$ cat src/rtl/dht11_responder.sv
// Device end of the DHT11 single-wire protocol: detects a host start pulse and answers with a 40-bit frame.
// Optional macro DHT11_RESPONDER_CHECKSUM_FAULT_EN adds inject_checksum_error_i to corrupt the checksum LSB.
module dht11_responder #(
    parameter int CLK_FREQ_MHZ  = 50,
    parameter int START_MIN_US  = 18000,
    parameter int RESP_DELAY_US = 30,
    parameter int RESP_LOW_US   = 80,
    parameter int RESP_HIGH_US  = 80,
    parameter int BIT_LOW_US    = 50,
    parameter int BIT0_HIGH_US  = 26,
    parameter int BIT1_HIGH_US  = 70
) (
    input  logic       clock_i,
    input  logic       reset_n_i,
`ifdef DHT11_RESPONDER_CHECKSUM_FAULT_EN
    input  logic       inject_checksum_error_i,
`endif
    input  logic       enable_i,
    input  logic       line_in_i,
    input  logic [7:0] humidity_int_i,
    input  logic [7:0] humidity_dec_i,
    input  logic [7:0] temperature_int_i,
    input  logic [7:0] temperature_dec_i,
    output logic       line_pull_low_o,
    output logic       busy_o,
    output logic       frame_done_o
);

    typedef enum logic [2:0] {
        S_IDLE, S_START_LOW, S_WAIT_RESP, S_RESP_LOW,
        S_RESP_HIGH, S_BIT_LOW, S_BIT_HIGH, S_END_LOW
    } state_t;

    localparam int PW = (CLK_FREQ_MHZ > 1) ? $clog2(CLK_FREQ_MHZ) : 1;
    localparam logic [PW-1:0] PRE_LAST   = PW'(CLK_FREQ_MHZ - 1);
    localparam logic [14:0]   START_MIN  = 15'(START_MIN_US);
    localparam logic [14:0]   RESP_DELAY = 15'(RESP_DELAY_US);
    localparam logic [14:0]   RESP_LOW   = 15'(RESP_LOW_US);
    localparam logic [14:0]   RESP_HIGH  = 15'(RESP_HIGH_US);
    localparam logic [14:0]   BIT_LOW    = 15'(BIT_LOW_US);
    localparam logic [14:0]   BIT0_HIGH  = 15'(BIT0_HIGH_US);
    localparam logic [14:0]   BIT1_HIGH  = 15'(BIT1_HIGH_US);
    localparam logic [14:0]   CNT_MAX    = 15'h7fff;

    state_t         state_q, state_d;
    logic [1:0]     sync_q, sync_d;
    logic [PW-1:0]  pre_q, pre_d;
    logic [14:0]    cnt_q, cnt_d;
    logic [39:0]    shift_q, shift_d;
    logic [5:0]     idx_q, idx_d;
    logic           done_q, done_d;

    logic           line_s;
    logic           us_tick;
    logic [14:0]    dur;
    logic           phase_end;
    logic [7:0]     csum;

    assign line_s  = sync_q[1];
    assign us_tick = (pre_q == PRE_LAST);

    always_comb begin
        csum = humidity_int_i + humidity_dec_i + temperature_int_i + temperature_dec_i;
`ifdef DHT11_RESPONDER_CHECKSUM_FAULT_EN
        if (inject_checksum_error_i) csum = csum ^ 8'h01;
`endif
    end

    // A phase ends on the Nth microsecond tick after entry, so count reaches N-1 on that tick.
    always_comb begin
        dur = CNT_MAX;
        case (state_q)
            S_WAIT_RESP: dur = RESP_DELAY;
            S_RESP_LOW:  dur = RESP_LOW;
            S_RESP_HIGH: dur = RESP_HIGH;
            S_BIT_LOW:   dur = BIT_LOW;
            S_BIT_HIGH:  dur = shift_q[39] ? BIT1_HIGH : BIT0_HIGH;
            S_END_LOW:   dur = BIT_LOW;
            default:     dur = CNT_MAX;
        endcase
        phase_end = us_tick && (cnt_q == dur - 15'd1);
    end

    // FSM: state register
    always_ff @(posedge clock_i) begin
        if (!reset_n_i) state_q <= S_IDLE;
        else            state_q <= state_d;
    end

    // FSM: next state
    always_comb begin
        state_d = state_q;
        case (state_q)
            S_IDLE:      if (enable_i && !line_s) state_d = S_START_LOW;
            S_START_LOW: if (line_s) state_d = (cnt_q >= START_MIN) ? S_WAIT_RESP : S_IDLE;
            S_WAIT_RESP: if (phase_end) state_d = S_RESP_LOW;
            S_RESP_LOW:  if (phase_end) state_d = S_RESP_HIGH;
            S_RESP_HIGH: if (phase_end) state_d = S_BIT_LOW;
            S_BIT_LOW:   if (phase_end) state_d = S_BIT_HIGH;
            S_BIT_HIGH:  if (phase_end) state_d = (idx_q == 6'd39) ? S_END_LOW : S_BIT_LOW;
            S_END_LOW:   if (phase_end) state_d = S_IDLE;
            default:     state_d = S_IDLE;
        endcase
    end

    // FSM: outputs
    always_comb begin
        line_pull_low_o = (state_q == S_RESP_LOW) || (state_q == S_BIT_LOW) ||
                          (state_q == S_END_LOW);
        busy_o          = (state_q != S_IDLE) && (state_q != S_START_LOW);
        frame_done_o    = done_q;
    end

    always_comb begin
        sync_d  = {sync_q[0], line_in_i};
        pre_d   = us_tick ? '0 : pre_q + PW'(1);
        if (state_d != state_q)              cnt_d = '0;
        else if (us_tick && cnt_q != CNT_MAX) cnt_d = cnt_q + 15'd1;
        else                                 cnt_d = cnt_q;
        shift_d = shift_q;
        idx_d   = idx_q;
        // The frame is captured once at acceptance; later input changes cannot reach the wire.
        if (state_q == S_START_LOW && state_d == S_WAIT_RESP) begin
            shift_d = {humidity_int_i, humidity_dec_i, temperature_int_i, temperature_dec_i, csum};
            idx_d   = '0;
        end else if (state_q == S_BIT_HIGH && phase_end) begin
            shift_d = {shift_q[38:0], 1'b0};
            idx_d   = idx_q + 6'd1;
        end
        done_d  = (state_q == S_END_LOW) && phase_end;
    end

    always_ff @(posedge clock_i) begin
        if (!reset_n_i) begin
            sync_q  <= 2'b11;
            pre_q   <= '0;
            cnt_q   <= '0;
            shift_q <= '0;
            idx_q   <= '0;
            done_q  <= 1'b0;
        end else begin
            sync_q  <= sync_d;
            pre_q   <= pre_d;
            cnt_q   <= cnt_d;
            shift_q <= shift_d;
            idx_q   <= idx_d;
            done_q  <= done_d;
        end
    end

endmodule
$ cat config.mk
export PLATFORM = sky130hd
export DESIGN_NAME = dht11_responder
export DESIGN_NICKNAME = d
export VERILOG_FILES = /design/src/rtl/dht11_responder.sv
export SDC_FILE = /design/constraint.sdc
export NUM_CORES = 1
export LEC_CHECK = 0
export ABC_AREA = 1
export CAP_MARGIN = 20
export CORE_MARGIN = 2
export CORE_UTILIZATION = 40
export DETAILED_ROUTE_END_ITERATION = 16
export MAX_ROUTING_LAYER = met4
export RECOVER_POWER = 100
export SLEW_MARGIN = 10
export SYNTH_ARGS = -nofsm -noshare
export SYNTH_HDL_FRONTEND = slang
export SYNTH_SLANG_ARGS = --single-unit
$ cat constraint.sdc
create_clock -name clock_i -period 4.4 [get_ports clock_i]
set_clock_uncertainty 0.15 [all_clocks]
set_input_delay 0.88 -clock clock_i [delete_from_list [all_inputs] [get_ports clock_i]]
set_output_delay 0.88 -clock clock_i [all_outputs]
set_load 0.01 [all_outputs]
Word-level counts from Yosys, hierarchy flattened
Cells that the tools add are included.
{"block": "totals", "register_bits": 73, "output_inout_bits": 3}
{"block": "classes", "addsub": 7, "magnitude_cmp": 1, "eq_ne": 14, "mux": 15, "bitwise_logic": 1, "reduce_logical": 18}
{"cell": "$mux W40", "n": 2}
{"cell": "$pmux W15 S4", "n": 1}
{"cell": "$add A8 B8 Y8", "n": 3}
{"cell": "$mux W3", "n": 8}
{"cell": "$pmux W3 S8", "n": 1}
{"cell": "$add A15 B1 Y15 const B", "n": 1}
{"cell": "$eq A15 B15 Y1", "n": 1}
{"cell": "$ge A15 B15 Y1 const B", "n": 1}
{"cell": "$ne A15 B15 Y1 const B", "n": 1}
{"cell": "$sub A15 B1 Y15 const B", "n": 1}
{"cell": "$add A6 B1 Y6 const B", "n": 2}
{"cell": "$eq A3 B3 Y1 const B", "n": 4}
{"cell": "$eq A6 B6 Y1 const B", "n": 2}
{"cell": "$reduce_or A2 Y1", "n": 5}
{"cell": "$eq A3 B2 Y1 const B", "n": 3}
{"cell": "$logic_and A1 B1 Y1", "n": 7}
{"cell": "$mux W7", "n": 1}
{"cell": "$mux W2", "n": 2}
{"cell": "$eq A3 B1 Y1 const B", "n": 1}
{"cell": "$logic_not A3 Y1", "n": 1}
{"cell": "$ne A3 B1 Y1 const B", "n": 1}
{"cell": "$ne A3 B3 Y1", "n": 1}
{"cell": "$reduce_bool A3 Y1", "n": 1}
{"cell": "$logic_or A1 B1 Y1", "n": 2}
{"cell": "3 further kinds", "n": 3}

Longest topological paths before layout
{"block": "logic_depth", "word_depth": 11, "depth_mapped": 19, "ltp_nobuf": 19}

Worst setup path before layout
OpenSTA, ideal clock, no wires.
{"block": "synth_timing", "path_type": "input port to flip-flop", "start": "in humidity_int_i[4]", "end": "reg shift_q[7]", "t_arrival_ns": 3.124, "required_ns": 4.175, "setup_slack_ns": 1.051, "stages": 10, "n_path_buf": 0, "path_cell_list": "fa_1 fa_1 ha_1 a21oi_1 o21a_1 o21ai_0 or2_2 nand3b_1 nand3_1 a31oi_1"}
{"block": "synth_between", "elab_chain_len": 4}
{"item": "from (decl)", "line_no": "20", "text": "input logic [7:0] humidity_int_i,"}
{"item": "$add A8 B8 Y8 (3 in a row)", "line_no": "63", "text": "csum = humidity_int_i + humidity_dec_i + temperature_int_i + temperature_dec_i;"}
{"item": "$mux W40", "line_no": "123", "text": "if (state_q == S_START_LOW && state_d == S_WAIT_RESP) begin"}
{"item": "to (signal assigned)", "line_no": "145", "text": "shift_q <= shift_d;"}
{"item": "to (decl)", "line_no": "49", "text": "logic [39:0] shift_q, shift_d;"}
Every way passes these cells.
A chain may end at the register's enable or synchronous reset.

Final worst setup path
Ends and elaborated chain as after synthesis.

==> impl_metrics.env <==
export IMPL_crit_start="humidity_int_i[4]"
export IMPL_ys_seq_elements=73
export IMPL_vias=3963
export IMPL_synthSimpleGateAreaFrac_pct=34.7
export IMPL_placementRows=38
export IMPL_drv_slew=0
export IMPL_period_share_pct=82.8
export IMPL_power_density_nw_per_um2=304
export IMPL_drive_above_1_share_pct=6.33
export IMPL_die_w_um=110
export IMPL_hold_viol_final=0
export IMPL_synth_cells=644
export IMPL_synth_edf_count=0
export IMPL_clk_path_buf_depth=2
export IMPL_grt_pass1_vias=3684
export IMPL_dr_pass1_iters=5
export IMPL_drt_iter0_drc=209
export IMPL_path_class="input pin to register"
export IMPL_core_area_sq_um=10900
export IMPL_insertion_delay_ps=360
export IMPL_critPathCaptureType="register"
export IMPL_nNetsFinal=738
export IMPL_worstPathMaxFanout=5
export IMPL_syn_to_final_growth_pct=14.4
export IMPL_synth_ff_type="dfxtp_1"
export IMPL_worst_pin_slew_ps=735
export IMPL_finalSetupTns_ps=0
export IMPL_diodes=0
export IMPL_max_cap_violations=0
export IMPL_synth_xor_area_share_pct=5.07
export IMPL_route_antenna_remaining_nets=0
export IMPL_port_buffers=38
export IMPL_synth_area_per_cell_sq_um=6.98
export IMPL_fin_cells=819
export IMPL_cts_resized=0
export IMPL_synth_compound_area_share_pct=9.47
export IMPL_seq_area_frac_synth_pct=32.5
export IMPL_wire_per_inst_um=12.8
export IMPL_synth_area_leader_cell="dfxtp_1"
export IMPL_start_util_pct=41.3
export IMPL_hold_ws_ps=288
export IMPL_arrival_ps=3770
export IMPL_post_cts_setup_buffers=0
export IMPL_critPathLaunchType="input pin"
export IMPL_die_area_sq_um=12100
export IMPL_synth_top_area_share_pct=32.5
export IMPL_r2r_start="state_q[1]"
export IMPL_min_period_ps=3640
export IMPL_syn_num_nets=708
export IMPL_io_pins=39
export IMPL_p_leak_nw=2.10
export IMPL_crit_buf_inv=1
export IMPL_cts_num_sinks=73
export IMPL_grt_max_degree=41
export IMPL_layout_commonest_cell="nand2_1"
export IMPL_cts_max_level=3
export IMPL_vias_per_cell=4.84
export IMPL_synthAdderAreaFrac_pct=10.1
export IMPL_crit_slowest_cell="fa_1"
export IMPL_root_buffer="clkbuf_8"
export IMPL_required_ps=4520
export IMPL_grt_use_total_pct=19.1
export IMPL_hp_start="sync_q[0]"
export IMPL_status="completed"
export IMPL_cp_slowest_stage_delay_ps=590
export IMPL_clock_fmax_ghz=0.274
export IMPL_muxShareOfSynthArea_pct=0
export IMPL_hold_path_class="register to register"
export IMPL_syn_area_sq_um=4490
export IMPL_drt_wl_total_mm=10.5
export IMPL_die_h_um=110
export IMPL_cts_made_buffers=9
export IMPL_gp_congestion=0.839
export IMPL_synth_top_family_by_area="simple AND/OR/NAND/NOR gates"
export IMPL_setup_viol=0
export IMPL_critPathMostFrequentCell="fa_1"
export IMPL_drc=0
export IMPL_synthArstFlopShare_pct=0
export IMPL_dp_cells=803
export IMPL_synthTopCellsByArea="dfxtp_1 (33%), nand2_1 (21%), a21oi_1 (6.3%)"
export IMPL_path_delay_family="adder cells"
export IMPL_cts_hold_buffers=0
export IMPL_maxSlewHeadroom_pct=50.9
export IMPL_clkTransAtPathRegs_ps=80
export IMPL_grt_pass1_wl_mm=17.5
export IMPL_rsz0062_at_grt="false"
export IMPL_crit_chain="clkdlybuf4s50_1 -> fa_1 -> fa_1 -> ha_1 -> a21oi_1 -> o21a_1 -> o21ai_0 -> or2_2 -> nand3b_1 -> nand3_1 -> a31oi_1"
export IMPL_yosys_warnings=0
export IMPL_yosysUniqueCellTypes=37
export IMPL_hpwl_mm=7.62
export IMPL_ir_drop_mv=0.162
export IMPL_final_cell_mix="nand2_1 (257), dfxtp_1 (73), a21oi_1 (57), inv_1 (49), nor2_1 (40)"
export IMPL_fin_ws_ps=756
export IMPL_dp_slack_ps=398
export IMPL_tritoncts="yes"
export IMPL_overflow=0
export IMPL_antenna_found_initial=0
[Yosys cell counts, drive strengths merged, types with 8 or more instances]
| cell | number |
|---|---|
| buf | 15 |
| o21ai | 15 |
| ha | 14 |
| xor2 | 18 |
| dfxtp | 73 |
| a21oi | 57 |
| inv | 51 |
| nor2 | 51 |
| nand4 | 8 |
| nand2 | 260 |
| nand3 | 25 |
| xnor2 | 8 |
| fa | 14 |
[flip-flops by register name, indices dropped and copies added, names as in the netlist]
name and cells:
shift_q 40, frame_done_o 1, pre_q 6, cnt_q 15, sync_q 2, state_q 3
idx_q 6
[final timing paths]
| kind | endpoint | slack [ps] | cells past startpoint |
|---|---|---|---|
| setup / recovery | shift_q[7] | 760 | 11 |
| hold / removal | sync_q[1] | 290 | 1 |
| setup reg to reg | shift_q[7] | 770 | 18 |
| hold reg to reg | sync_q[1] | 290 | 1 |
[through the flow]
step / cell area [sq um] / utilization (%) / power, mW
finish: 5140 / 47.2 / 1.56
global route: 5140 / 47.2 / 1.64
CTS: 5160 / 47.4 / 1.58
detailed placement: 4910 / 45.1 / 0.913
global placement: 4900 / 45.0 / 0.911
floorplan: 4490 / - / 0.833
[cell type report]
cell class / count / area, sq um
multi-input cells: 497 / 2650
inverters: 52 / 195
well taps: 140 / 175
repair buffers: 41 / 410
clock inverters: 6 / 115
fillers: 1127 / 5750
flip-flops and latches: 73 / 1460
clock buffers: 10 / 138
[metal layers]
| layer | share of wire (%) | vias up | wire [um] | GRT usage (%) |
|---|---|---|---|---|
| li1 | - | 2085 | - | - |
| met1 | 52 | 1807 | 5440 | 27.2 |
| met2 | 43 | 63 | 4500 | 26.6 |
| met3 | 4.2 | 8 | 438 | 3.53 |
| met4 | 1.0 | 0 | 108 | 7.32 |
| met5 | 0 | - | 0 | - |
[where the power goes]
part           internal (mW)  switching, mW
logic                  0.108          0.123
clock network          0.394          0.269
registers              0.663        0.00302
total                   1.16          0.395
[worst reg2reg max path: cells and delay by family, from the launching register on]
kind	cells	cell delay, ps
AOI/OAI and AO/OA	1	90
adders and majority gates	1	300
buffers and inverters	4	640
and+or+nand+nor	12	1930
DFF	1	420
[logic make-up (layout without fill, tap and decap cells)]
family	after synthesis	after routing
AND/OR/NAND/NOR	361	361
AO/OA/AOI/OAI	81	81
buffers and inverters	74	109
flip-flops	73	73
adder cells (fa/ha/maj)	28	28
XOR/XNOR	26	26
other	1	1
Power figures use the tool's default switching activity.
